===== src/rtl/inv_port_arbiter.sv =====
// Three-requester inventory port arbiter: purchase, restock and display read share one inventory port.
// Define INV_ARB_RR_EN for round-robin arbitration; otherwise fixed priority req[0] > req[1] > req[2].
module inv_port_arbiter #(
  parameter int STOCK_MAX = 5,
  parameter int DW        = 4
) (
  input  logic          clk,
  input  logic          rst_n,
  input  logic [2:0]    req,
  input  logic [1:0]    req_item0,
  input  logic [1:0]    req_item1,
  input  logic [1:0]    req_item2,
  output logic [2:0]    gnt,
  output logic          done,
  output logic [DW-1:0] rsp_data,
  output logic          rsp_err,
  output logic          inv_rd_en,
  output logic          inv_wr_en,
  output logic [1:0]    inv_item,
  output logic [DW-1:0] inv_wdata,
  input  logic [DW-1:0] inv_rdata
);

  // state  | meaning
  // IDLE   | no transaction; arbitrate among active requests
  // RD     | inventory read strobe for the latched item
  // CAP    | capture read data, compute write data
  // WR     | inventory write strobe
  // DONE   | completion pulse, grant still held
  typedef enum logic [2:0] {S_IDLE, S_RD, S_CAP, S_WR, S_DONE} state_t;

  localparam logic [DW-1:0] STOCK_MAX_W = DW'(STOCK_MAX);
  localparam logic [DW-1:0] ONE_W       = DW'(1);

  state_t        state, state_nxt;
  logic [1:0]    win_nxt, win_q;
  logic          win_vld;
  logic [1:0]    sel_item, item_q;
  logic [DW-1:0] wdata_nxt, wdata_q;
  logic          cap_write;

`ifdef INV_ARB_RR_EN
  logic [1:0] ptr_q;

  // Search order rotates so the requester after the last winner goes first.
  always_comb begin
    win_vld = |req;
    win_nxt = 2'd0;
    case (ptr_q)
      2'd1:    win_nxt = req[1] ? 2'd1 : (req[2] ? 2'd2 : 2'd0);
      2'd2:    win_nxt = req[2] ? 2'd2 : (req[0] ? 2'd0 : 2'd1);
      default: win_nxt = req[0] ? 2'd0 : (req[1] ? 2'd1 : 2'd2);
    endcase
  end

  always_ff @(posedge clk or negedge rst_n) begin
    if (!rst_n)
      ptr_q <= 2'd0;
    else if (state == S_DONE)
      ptr_q <= (win_q == 2'd2) ? 2'd0 : win_q + 2'd1;
  end
`else
  always_comb begin
    win_vld = |req;
    win_nxt = req[0] ? 2'd0 : (req[1] ? 2'd1 : 2'd2);
  end
`endif

  always_comb begin
    case (win_nxt)
      2'd1:    sel_item = req_item1;
      2'd2:    sel_item = req_item2;
      default: sel_item = req_item0;
    endcase
  end

  // Decrement saturates at zero and clamps oversized stock to STOCK_MAX.
  always_comb begin
    wdata_nxt = '0;
    cap_write = 1'b0;
    case (win_q)
      2'd0: begin
        if (inv_rdata != '0) begin
          cap_write = 1'b1;
          wdata_nxt = (inv_rdata > STOCK_MAX_W) ? STOCK_MAX_W : inv_rdata - ONE_W;
        end
      end
      2'd1: begin
        cap_write = 1'b1;
        wdata_nxt = STOCK_MAX_W;
      end
      default: ;
    endcase
  end

  always_ff @(posedge clk or negedge rst_n) begin
    if (!rst_n)
      state <= S_IDLE;
    else
      state <= state_nxt;
  end

  always_comb begin
    state_nxt = state;
    case (state)
      S_IDLE:  if (win_vld) state_nxt = S_RD;
      S_RD:    state_nxt = S_CAP;
      S_CAP:   state_nxt = cap_write ? S_WR : S_DONE;
      S_WR:    state_nxt = S_DONE;
      S_DONE:  state_nxt = S_IDLE;
      default: state_nxt = S_IDLE;
    endcase
  end

  always_ff @(posedge clk or negedge rst_n) begin
    if (!rst_n) begin
      gnt      <= 3'b000;
      win_q    <= 2'd0;
      item_q   <= 2'd0;
      wdata_q  <= '0;
      rsp_data <= '0;
      rsp_err  <= 1'b0;
    end else begin
      case (state)
        S_IDLE: begin
          if (win_vld) begin
            win_q   <= win_nxt;
            gnt     <= 3'b001 << win_nxt;
            item_q  <= sel_item;
            rsp_err <= 1'b0;
          end
        end
        S_CAP: begin
          rsp_data <= inv_rdata;
          wdata_q  <= wdata_nxt;
          rsp_err  <= (win_q == 2'd0) && (inv_rdata == '0);
        end
        S_DONE:  gnt <= 3'b000;
        default: ;
      endcase
    end
  end

  // Strobes decode from state so an async reset drops them immediately.
  always_comb begin
    done      = (state == S_DONE);
    inv_rd_en = (state == S_RD);
    inv_wr_en = (state == S_WR);
    inv_item  = ((state == S_RD) || (state == S_WR)) ? item_q : 2'd0;
    inv_wdata = (state == S_WR) ? wdata_q : '0;
  end

endmodule


===== config.mk =====
export PLATFORM = sky130hd
export DESIGN_NAME = inv_port_arbiter
export DESIGN_NICKNAME = d
export VERILOG_FILES = /design/src/rtl/inv_port_arbiter.sv
export SDC_FILE = /design/constraint.sdc
export NUM_CORES = 1
export LEC_CHECK = 0
export CAP_MARGIN = 20
export CORE_MARGIN = 2
export CORE_UTILIZATION = 50
export CTS_BUF_LIST = sky130_fd_sc_hd__clkbuf_4 sky130_fd_sc_hd__clkbuf_8
export CTS_CLUSTER_DIAMETER = 120
export DETAILED_ROUTE_END_ITERATION = 8
export MAX_ROUTING_LAYER = met4
export PLACE_DENSITY = 0.81
export REMOVE_ABC_BUFFERS = 1
export SLEW_MARGIN = 40
export SYNTH_ARGS = -nofsm -noshare
export SYNTH_HDL_FRONTEND = slang
export SYNTH_SLANG_ARGS = --single-unit

===== constraint.sdc =====
create_clock -name clk -period 2.3 [get_ports clk]
set_input_delay 0.46 -clock clk [delete_from_list [all_inputs] [get_ports clk]]
set_output_delay 0.46 -clock clk [all_outputs]
set_load 0.005 [all_outputs]

==> flow_summary_export.csv, run 1 <==
group,metric,value,unit
status,status,"complete, no violations",
power,p_per_area,1150,mW/mm^2
sta,final_max_slew_viol_count,0,
logic_synthesis,ys_seq_area_share,46.7,%
setup_path,crit_start,"state[2]",
min_path,hold_class,"primary input to async pin",
cts,clk_path_buf_depth,2,
route,wirelength,2.20,mm
logic_synthesis,synth_area,0.00102,sq mm
cts,cts_inserted_buffers,3,
die,rows,16,
setup_path,worstReg2RegStart,"state[0]",
cts,cts_hold_buffers,0,
logic_synthesis,ys_ff_latch,19,
route,drt_pass1_iterations,4,
logic_synthesis,ys.flop_type,"dfrtp_1",
layout,nNetsFinal,152,
sta,hold_viol,0,
cts,cts.reportedPaths.clkPinSlew,110,ps
setup_path,cp.required,1840,ps
logic_synthesis,yosys_warnings,0,
setup_path,cp.arrival,1750,ps
cts,post-cts-setup-buffers,0,
sta,tns,0,ps
logic_synthesis,yosysMostFrequentCell,"dfrtp_1",
place,dp_hpwl,1.69,mm
die,io_pins,32,
die,die_y,49.1,um
sta,min_period,2210,ps
sta,whs,470,ps
die,start_util,52.4,%
setup_path,critical-path-slowest-cell,"clkdlybuf4s50_1",
route,drtAntennaViolNets,0,
route,vias,881,
die,core_area,0.00194,sq mm
global_routing,overflow,0,
power,p_leak,0.609,nW
cts,clkSinkCount,19,
sta,finalCritPeriodShare,95.9,%
layout,antennaDiodeCount,0,
sta,relSlewSlack,67.3,%
layout,syn_to_final_growth,37.1,%
die,die-area,0.00241,sq mm
sta,setup_viol,0,
cts,cts-root-buf,"clkbuf_4",
route,drt-wirelength-per-cell,13.7,um
logic_synthesis,yosysTopAreaCell,"dfrtp_1",
cts,insertion_delay,300,ps
logic_synthesis,async_flop_share,100,%
setup_path,cp-end-kind,"output port",
run,drv_cap,0,
setup_path,critical_path.max_stage_delay,500,ps
route,routed_via_density,5.47,
logic_synthesis,synthTopCellsByArea,"dfrtp_1 (47%), nand2_1 (5.2%), o21ai_0 (3.9%)",
setup_path,startpoint_type,"register",
global_routing,track_usage,20.4,%
logic_synthesis,syn_inst,100,
sta,fmax,453,MHz
logic_synthesis,synth_edf_count,0,
setup_path,path_class,"register to output port",
cts,h-tree-depth,1,
logic_synthesis,ys_types,37,
global_routing,grt_pass1_vias,886,
global_routing,antenna_found_initial,0,
die,die_x,49.1,um
place,io_buffers,31,
cts,cts_tree,"done",
logic_synthesis,synth_common_cells,"dfrtp_1 (19), nand2_1 (14), o21ai_0 (8)",
global_routing,grt_pass1_wl,3.77,mm
layout,layout-drive-gt1-share,14.2,%
sta,tightest_slew,490,ps
setup_path,cp_cell_sequence,"nor2b_2 > and3_1 > clkdlybuf4s50_1",
sta,skew,5.73,ps
logic_synthesis,yosys.area.top_type_share,46.7,%
route,drc,0,
power,ir_drop,650,uV
route,drt-initial-drc-count,16,
place,place_congestion,0.860,
setup_path,crit_fanout,8,
logic_synthesis,syn_avg_cell_area,10.2,sq um
global_routing,grt_max_degree,20,
sta,rsz0062_at_grt,"no",
-- per-layer routing --
metal	global-route usage, %	vias to the layer above	routed length, um
li1	-	425	-
met1	27.1	434	1020
met2	32.2	17	1100
met3	1.84	5	51
met4	8.57	0	38
met5	-	-	0
-- stage by stage --
stage	setup WS (ps)	cells	instance area [sq um]	total power, mW	util (%)
3_3_place_gp	275	157	1360	1.38	69.8
3_5_place_dp	211	157	1360	1.42	69.8
5_1_grt	14.4	161	1400	1.72	71.8
2_1_floorplan	790	96	990	1.04	-
6_report	94.2	161	1400	1.60	71.8
4_1_cts	76.3	161	1390	1.60	71.6
-- logic make-up (layout without fill, tap and decap cells) --
family	count (synthesis)	count (layout)	share of synthesized area, %
AND/OR/NAND/NOR	38	38	23.4
buffers and inverters	10	44	4.92
flip-flops	19	19	46.7
multiplexers	5	5	5.66
adder cells (fa/ha/maj)	2	2	2.46
AO/OA/AOI/OAI	26	26	16.9
-- final timing paths --
kind,to,depth (start not counted),slack [ps]
worst min register to register,rsp_data[1],2,490
worst max-delay path,inv_wdata[1],3,90
worst min-delay path,gnt[0],2,470
min in group clk,rsp_data[1],2,490
worst max register to register,item_q[0],3,730
max in group asynchronous,state[2],2,1620
-- repair_timing --
action / 4_1_cts / 5_1_grt
gates resized for setup: 2 / 1
gates cloned: 0 / 0
endpoints found under the setup margin: 6 / 1
-- layout by cell type, fill, tap and decap left out, drive strengths merged, types with 2 or more instances in the layout --
master | synthesis | layout
clkdlybuf4s50 | 0 | 31
dfrtp | 19 | 19
nand2 | 14 | 14
o21ai | 12 | 12
inv | 6 | 6
and3 | 6 | 6
nor2 | 5 | 5
a21oi | 4 | 4
clkbuf | 2 | 4
buf | 2 | 3
mux2 | 3 | 3
nand2b | 2 | 2
o31ai | 2 | 2
o41ai | 2 | 2
mux2i | 2 | 2
ha | 2 | 2
nor3 | 2 | 2
or3 | 2 | 2
-- cell type report --
type	instances	area, sq um
inverters	6	22.5
repair buffers	34	333
clock buffers	4	30.0
fillers	146	547
multi-input cells	71	499
flip-flops and latches	19	477
well taps	27	33.8
-- state kept, by name, summed over array words and instances, names as in the netlist --
name      cells
gnt           3
item_q        2
rsp_data      4
rsp_err       1
state         3
wdata_q       4
win_q         2
-- worst max-delay path: cells and delay by family, from the launching register on --
kind	cells	cell delay, ps
buffers and inverters	1	500
AND/OR/NAND/NOR	2	450
flip-flops	1	490
-- power by group --
part | switching (mW) | total [mW] | internal [mW]
clock | 0.104 | 0.184 | 0.0795
combinational | 0.343 | 0.782 | 0.440
sequential | 0.145 | 0.634 | 0.489
Power figures use the tool's default switching activity.
==> run 2, diff against run 1 <==
Settings changed: MAX_ROUTING_LAYER met4 to default.
==> run 2 against run 1 <==
Critical path depth unchanged. Sequential power about the same. Critical endpoint unchanged. Global-route usage fell by 0.56 points. Cell area unchanged. Final cell count unchanged.
==> flow_summary_export.csv, run 2 (synthesized netlist as in run 1, its figures left out) <==
group,metric,value,unit
status,status,"complete, no violations",
cts,cts_hold_buffers,0,
route,routed_via_density,5.47,
die,io_pins,32,
place,io_buffers,31,
die,die_y,49.1,um
power,ir_drop,650,uV
setup_path,cp-end-kind,"output port",
place,dp_hpwl,1.69,mm
global_routing,antenna_found_initial,0,
route,vias,881,
global_routing,track_usage,19.9,%
sta,rsz0062_at_grt,"no",
sta,tightest_slew,490,ps
cts,h-tree-depth,1,
sta,finalCritPeriodShare,95.8,%
cts,clk_path_buf_depth,2,
setup_path,cp.arrival,1740,ps
power,p_leak,0.609,nW
global_routing,overflow,0,
global_routing,grt_pass1_vias,886,
cts,cts_tree,"done",
sta,tns,0,ps
sta,skew,5.64,ps
cts,cts.reportedPaths.clkPinSlew,110,ps
die,core_area,0.00194,sq mm
cts,clkSinkCount,19,
power,power.total,1.60,mW
die,die_x,49.1,um
run,drv_cap,0,
power,p_per_area,1150,mW/mm^2
global_routing,grt_pass1_wl,3.77,mm
layout,syn_to_final_growth,37.1,%
setup_path,crit_fanout,8,
cts,insertion_delay,300,ps
sta,min_period,2200,ps
min_path,hold_class,"primary input to async pin",
place,detailedPlace.worstSlack,211,ps
sta,relSlewSlack,67.3,%
layout,mostFrequentLayoutCell,"clkdlybuf4s50_1",
route,wirelength,2.20,mm
layout,top_regs,"rsp_data x4, wdata_q x4",
sta,hold_viol,0,
die,start_util,52.4,%
setup_path,path_class,"register to output port",
layout,final_core_util,71.8,%
sta,fmax,454,MHz
cts,post-cts-setup-buffers,0,
layout,layout-drive-gt1-share,14.2,%
cts,cts-root-buf,"clkbuf_4",
sta,setup_viol,0,
global_routing,grt_max_degree,20,
die,die-area,0.00241,sq mm
sta,setup_ws,95.7,ps
layout,nNetsFinal,152,
setup_path,startpoint_type,"register",
die,rows,16,
layout,antennaDiodeCount,0,
route,drt-wirelength-per-cell,13.7,um
route,drc,0,
layout,layout_common_cells,"clkdlybuf4s50_1 (31), dfrtp_1 (18), nand2_1 (14), o21ai_0 (8)",
sta,final_max_slew_viol_count,0,
place,place_congestion,0.846,
route,drt_pass1_iterations,4,
route,drt-initial-drc-count,16,
layout,fin_cells,161,
cts,cts_inserted_buffers,3,
setup_path,cp.required,1840,ps
route,drtAntennaViolNets,0,
place,placed_cells,157,
setup_path,ff2ff_setup_slack,730,ps
-- run 2: path summary, 6_finish.rpt --
check | startpoint | to | cells after the start
min | rst_n | gnt[0] | 2
max reg2reg | state[0] | item_q[0] | 3
min in group clk | rsp_data[1] | rsp_data[1] | 2
max in group asynchronous | rst_n | state[2] | 2
max | state[2] | inv_wdata[1] | 3
min reg2reg | rsp_data[1] | rsp_data[1] | 2
-- run 2: power breakdown --
group	switching [mW]	internal [mW]	total [mW]
logic	0.343	0.440	0.783
clock network	0.104	0.0795	0.184
registers	0.145	0.489	0.634
-- run 2: cell type report --
class                      count  area, sq um
timing repair buffer          34          333
fill                         146          547
tap                           27         33.8
inverter                       6         22.5
sequential                    19          477
multi-input combinational     71          499
clock buffer                   4         30.0
-- run 2: repair_timing --
action,CTS,global route
resized for setup,2,1
endpoints found under the hold margin,0,0
setup endpoints to repair,6,1
-- run 2: critical path, cell delays in order (launching register included) --
cell and delay, ps:
dfrtp_2 490, nor2b_2 260, and3_1 190, clkdlybuf4s50_1 500
-- run 2: layer usage --
metal	vias up	GRT usage [%]	wire, um
li1	425	-	-
met1	434	26.9	1010
met2	17	32.2	1100
met3	5	2.15	57
met4	0	8.57	38
met5	-	0	0
-- run 2: per-stage QoR --
| stage | hold WS (ps) | cell area (sq um) |
|---|---|---|
| global route | 510 | 1400 |
| detailed placement | 469 | 1360 |
| finish | 470 | 1400 |
| floorplan | 164 | 990 |
| global placement | 462 | 1360 |
| CTS | 475 | 1390 |
==> run 3, diff against run 2 <==
Settings changed: CAP_MARGIN 20 to 0, PLACE_DENSITY 0.81 to 0.85.
==> run 3 against run 2 <==
Register-to-register slack is essentially flat. Non-clock buffer count shrank 1. Count of clock-buffer cells in the layout shrank 1. Critical path depth is the same. Clock power shrank 10%. Clock skew shrank 0.66 ps. Core utilization shrank 0.77 points.
==> flow_summary_export.csv, run 3 (synthesized netlist as in run 1, its figures left out) <==
group,metric,value,unit
sta,whs,483,ps
cts,cts_hold_buffers,0,
cts,cts-root-buf,"clkbuf_4",
status,status,"complete, no violations",
global_routing,grt_pass1_wl,3.95,mm
setup_path,ff2ff_setup_slack,730,ps
die,die_x,49.1,um
sta,rsz0062_at_grt,"no",
sta,hold_viol,0,
die,io_pins,32,
setup_path,worstReg2RegStart,"state[0]",
route,drtAntennaViolNets,0,
setup_path,cp-end-kind,"output port",
global_routing,antenna_found_initial,0,
die,rows,16,
sta,tightest_slew,476,ps
global_routing,grt_max_degree,20,
setup_path,critPathBufInv,2,
layout,nNetsFinal,151,
layout,top_regs,"rsp_data x4, wdata_q x4",
cts,cts_inserted_buffers,3,
sta,relSlewSlack,67.5,%
place,place_congestion,0.812,
power,power.total,1.58,mW
place,io_buffers,31,
global_routing,grt_pass1_vias,865,
sta,final_max_slew_viol_count,0,
route,drt-wirelength-per-cell,14.1,um
cts,clk_path_buf_depth,2,
power,p_per_area,1150,mW/mm^2
layout,design_area,0.00138,sq mm
layout,layout-drive-gt1-share,12.8,%
cts,cts_tree,"done",
power,ir_drop,814,uV
route,routed_via_density,5.38,
sta,finalCritPeriodShare,96.7,%
setup_path,cp.required,1840,ps
sta,min_period,2220,ps
place,detailedPlace.worstSlack,190,ps
global_routing,track_usage,21.3,%
cts,h-tree-depth,1,
sta,tns,0,ps
cts,post-cts-setup-buffers,0,
setup_path,r2r_end,"item_q[1]",
die,start_util,52.4,%
route,drt-initial-drc-count,23,
die,die-area,0.00241,sq mm
setup_path,critical-path-slowest-cell,"clkdlybuf4s50_1",
min_path,hold_class,"primary input to async pin",
sta,fmax,450,MHz
setup_path,cp.arrival,1760,ps
cts,cts.reportedPaths.clkPinSlew,110,ps
setup_path,reg2reg_depth,3,
sta,skew,4.98,ps
route,wirelength,2.25,mm
power,p_leak,0.603,nW
run,drv_cap,0,
route,vias,860,
setup_path,crit_start,"state[2]",
die,die_y,49.1,um
setup_path,path_class,"register to output port",
layout,syn_to_final_growth,35.7,%
layout,layout_common_cells,"clkdlybuf4s50_1 (31), dfrtp_1 (18), nand2_1 (14), o21ai_0 (8)",
place,dp_hpwl,1.71,mm
place,placed_cell_area,0.00135,sq mm
sta,setup_viol,0,
sta,setup_ws,75.5,ps
setup_path,startpoint_type,"register",
route,drc,0,
die,core_area,0.00194,sq mm
cts,postCtsResizedCells,2,
cts,clkSinkCount,19,
setup_path,critical_path.max_stage_delay,560,ps
cts,insertion_delay,290,ps
global_routing,overflow,0,
setup_path,critPathTopFamily,"buffers and inverters",
layout,antennaDiodeCount,0,
route,drt_pass1_iterations,5,
setup_path,crit_fanout,8,
setup_path,cp_cell_sequence,"inv_1 > nor3_1 > clkdlybuf4s50_1",
layout,mostFrequentLayoutCell,"clkdlybuf4s50_1",
==> run 3: cell types whose count changed in the layout (fill, tap and decap cells not counted), sizes merged <==
cell    before  now
buf          3    2
clkbuf       4    3
clkinv       0    1
==> run 3: worst max path at each step <==
stage / end / cells past startpoint
after global placement: wdata_q[0] / 6
after detailed placement: state[1] / 6
after floorplan: state[1] / 5
final: done / 3
after global routing: done / 3
after CTS: done / 3
==> run 3: through the flow <==
step	utilization [%]	instances
2_1_floorplan	-	96
3_3_place_gp	69.5	156
3_5_place_dp	69.5	156
4_1_cts	71.1	160
5_1_grt	71.1	160
6_report	71.1	160
==> run 3: per-layer routing <==
layer | track usage [%] | share of wire [%] | vias to the layer above | wire length [um]
li1 | - | - | 422 | -
met1 | 29.0 | 46 | 410 | 1030
met2 | 35.1 | 49 | 24 | 1110
met3 | 2.76 | 3.9 | 4 | 87
met4 | 7.14 | 1.1 | 0 | 25
met5 | 0 | 0 | - | 0
==> run 3: final cells by class <==
class | instances | area (sq um)
Tap cell | 27 | 33.8
Clock inverter | 1 | 5.00
Inverter | 6 | 22.5
Multi-Input combinational cell | 71 | 494
Sequential cell | 19 | 477
Clock buffer | 3 | 22.5
Timing Repair Buffer | 33 | 325
Fill cell | 145 | 562
==> run 3: power breakdown <==
group / internal (mW) / switching (mW) / total (mW)
Clock: 0.0646 / 0.100 / 0.165
Sequential: 0.489 / 0.145 / 0.634
Combinational: 0.437 / 0.346 / 0.783
Total: 0.991 / 0.591 / 1.58
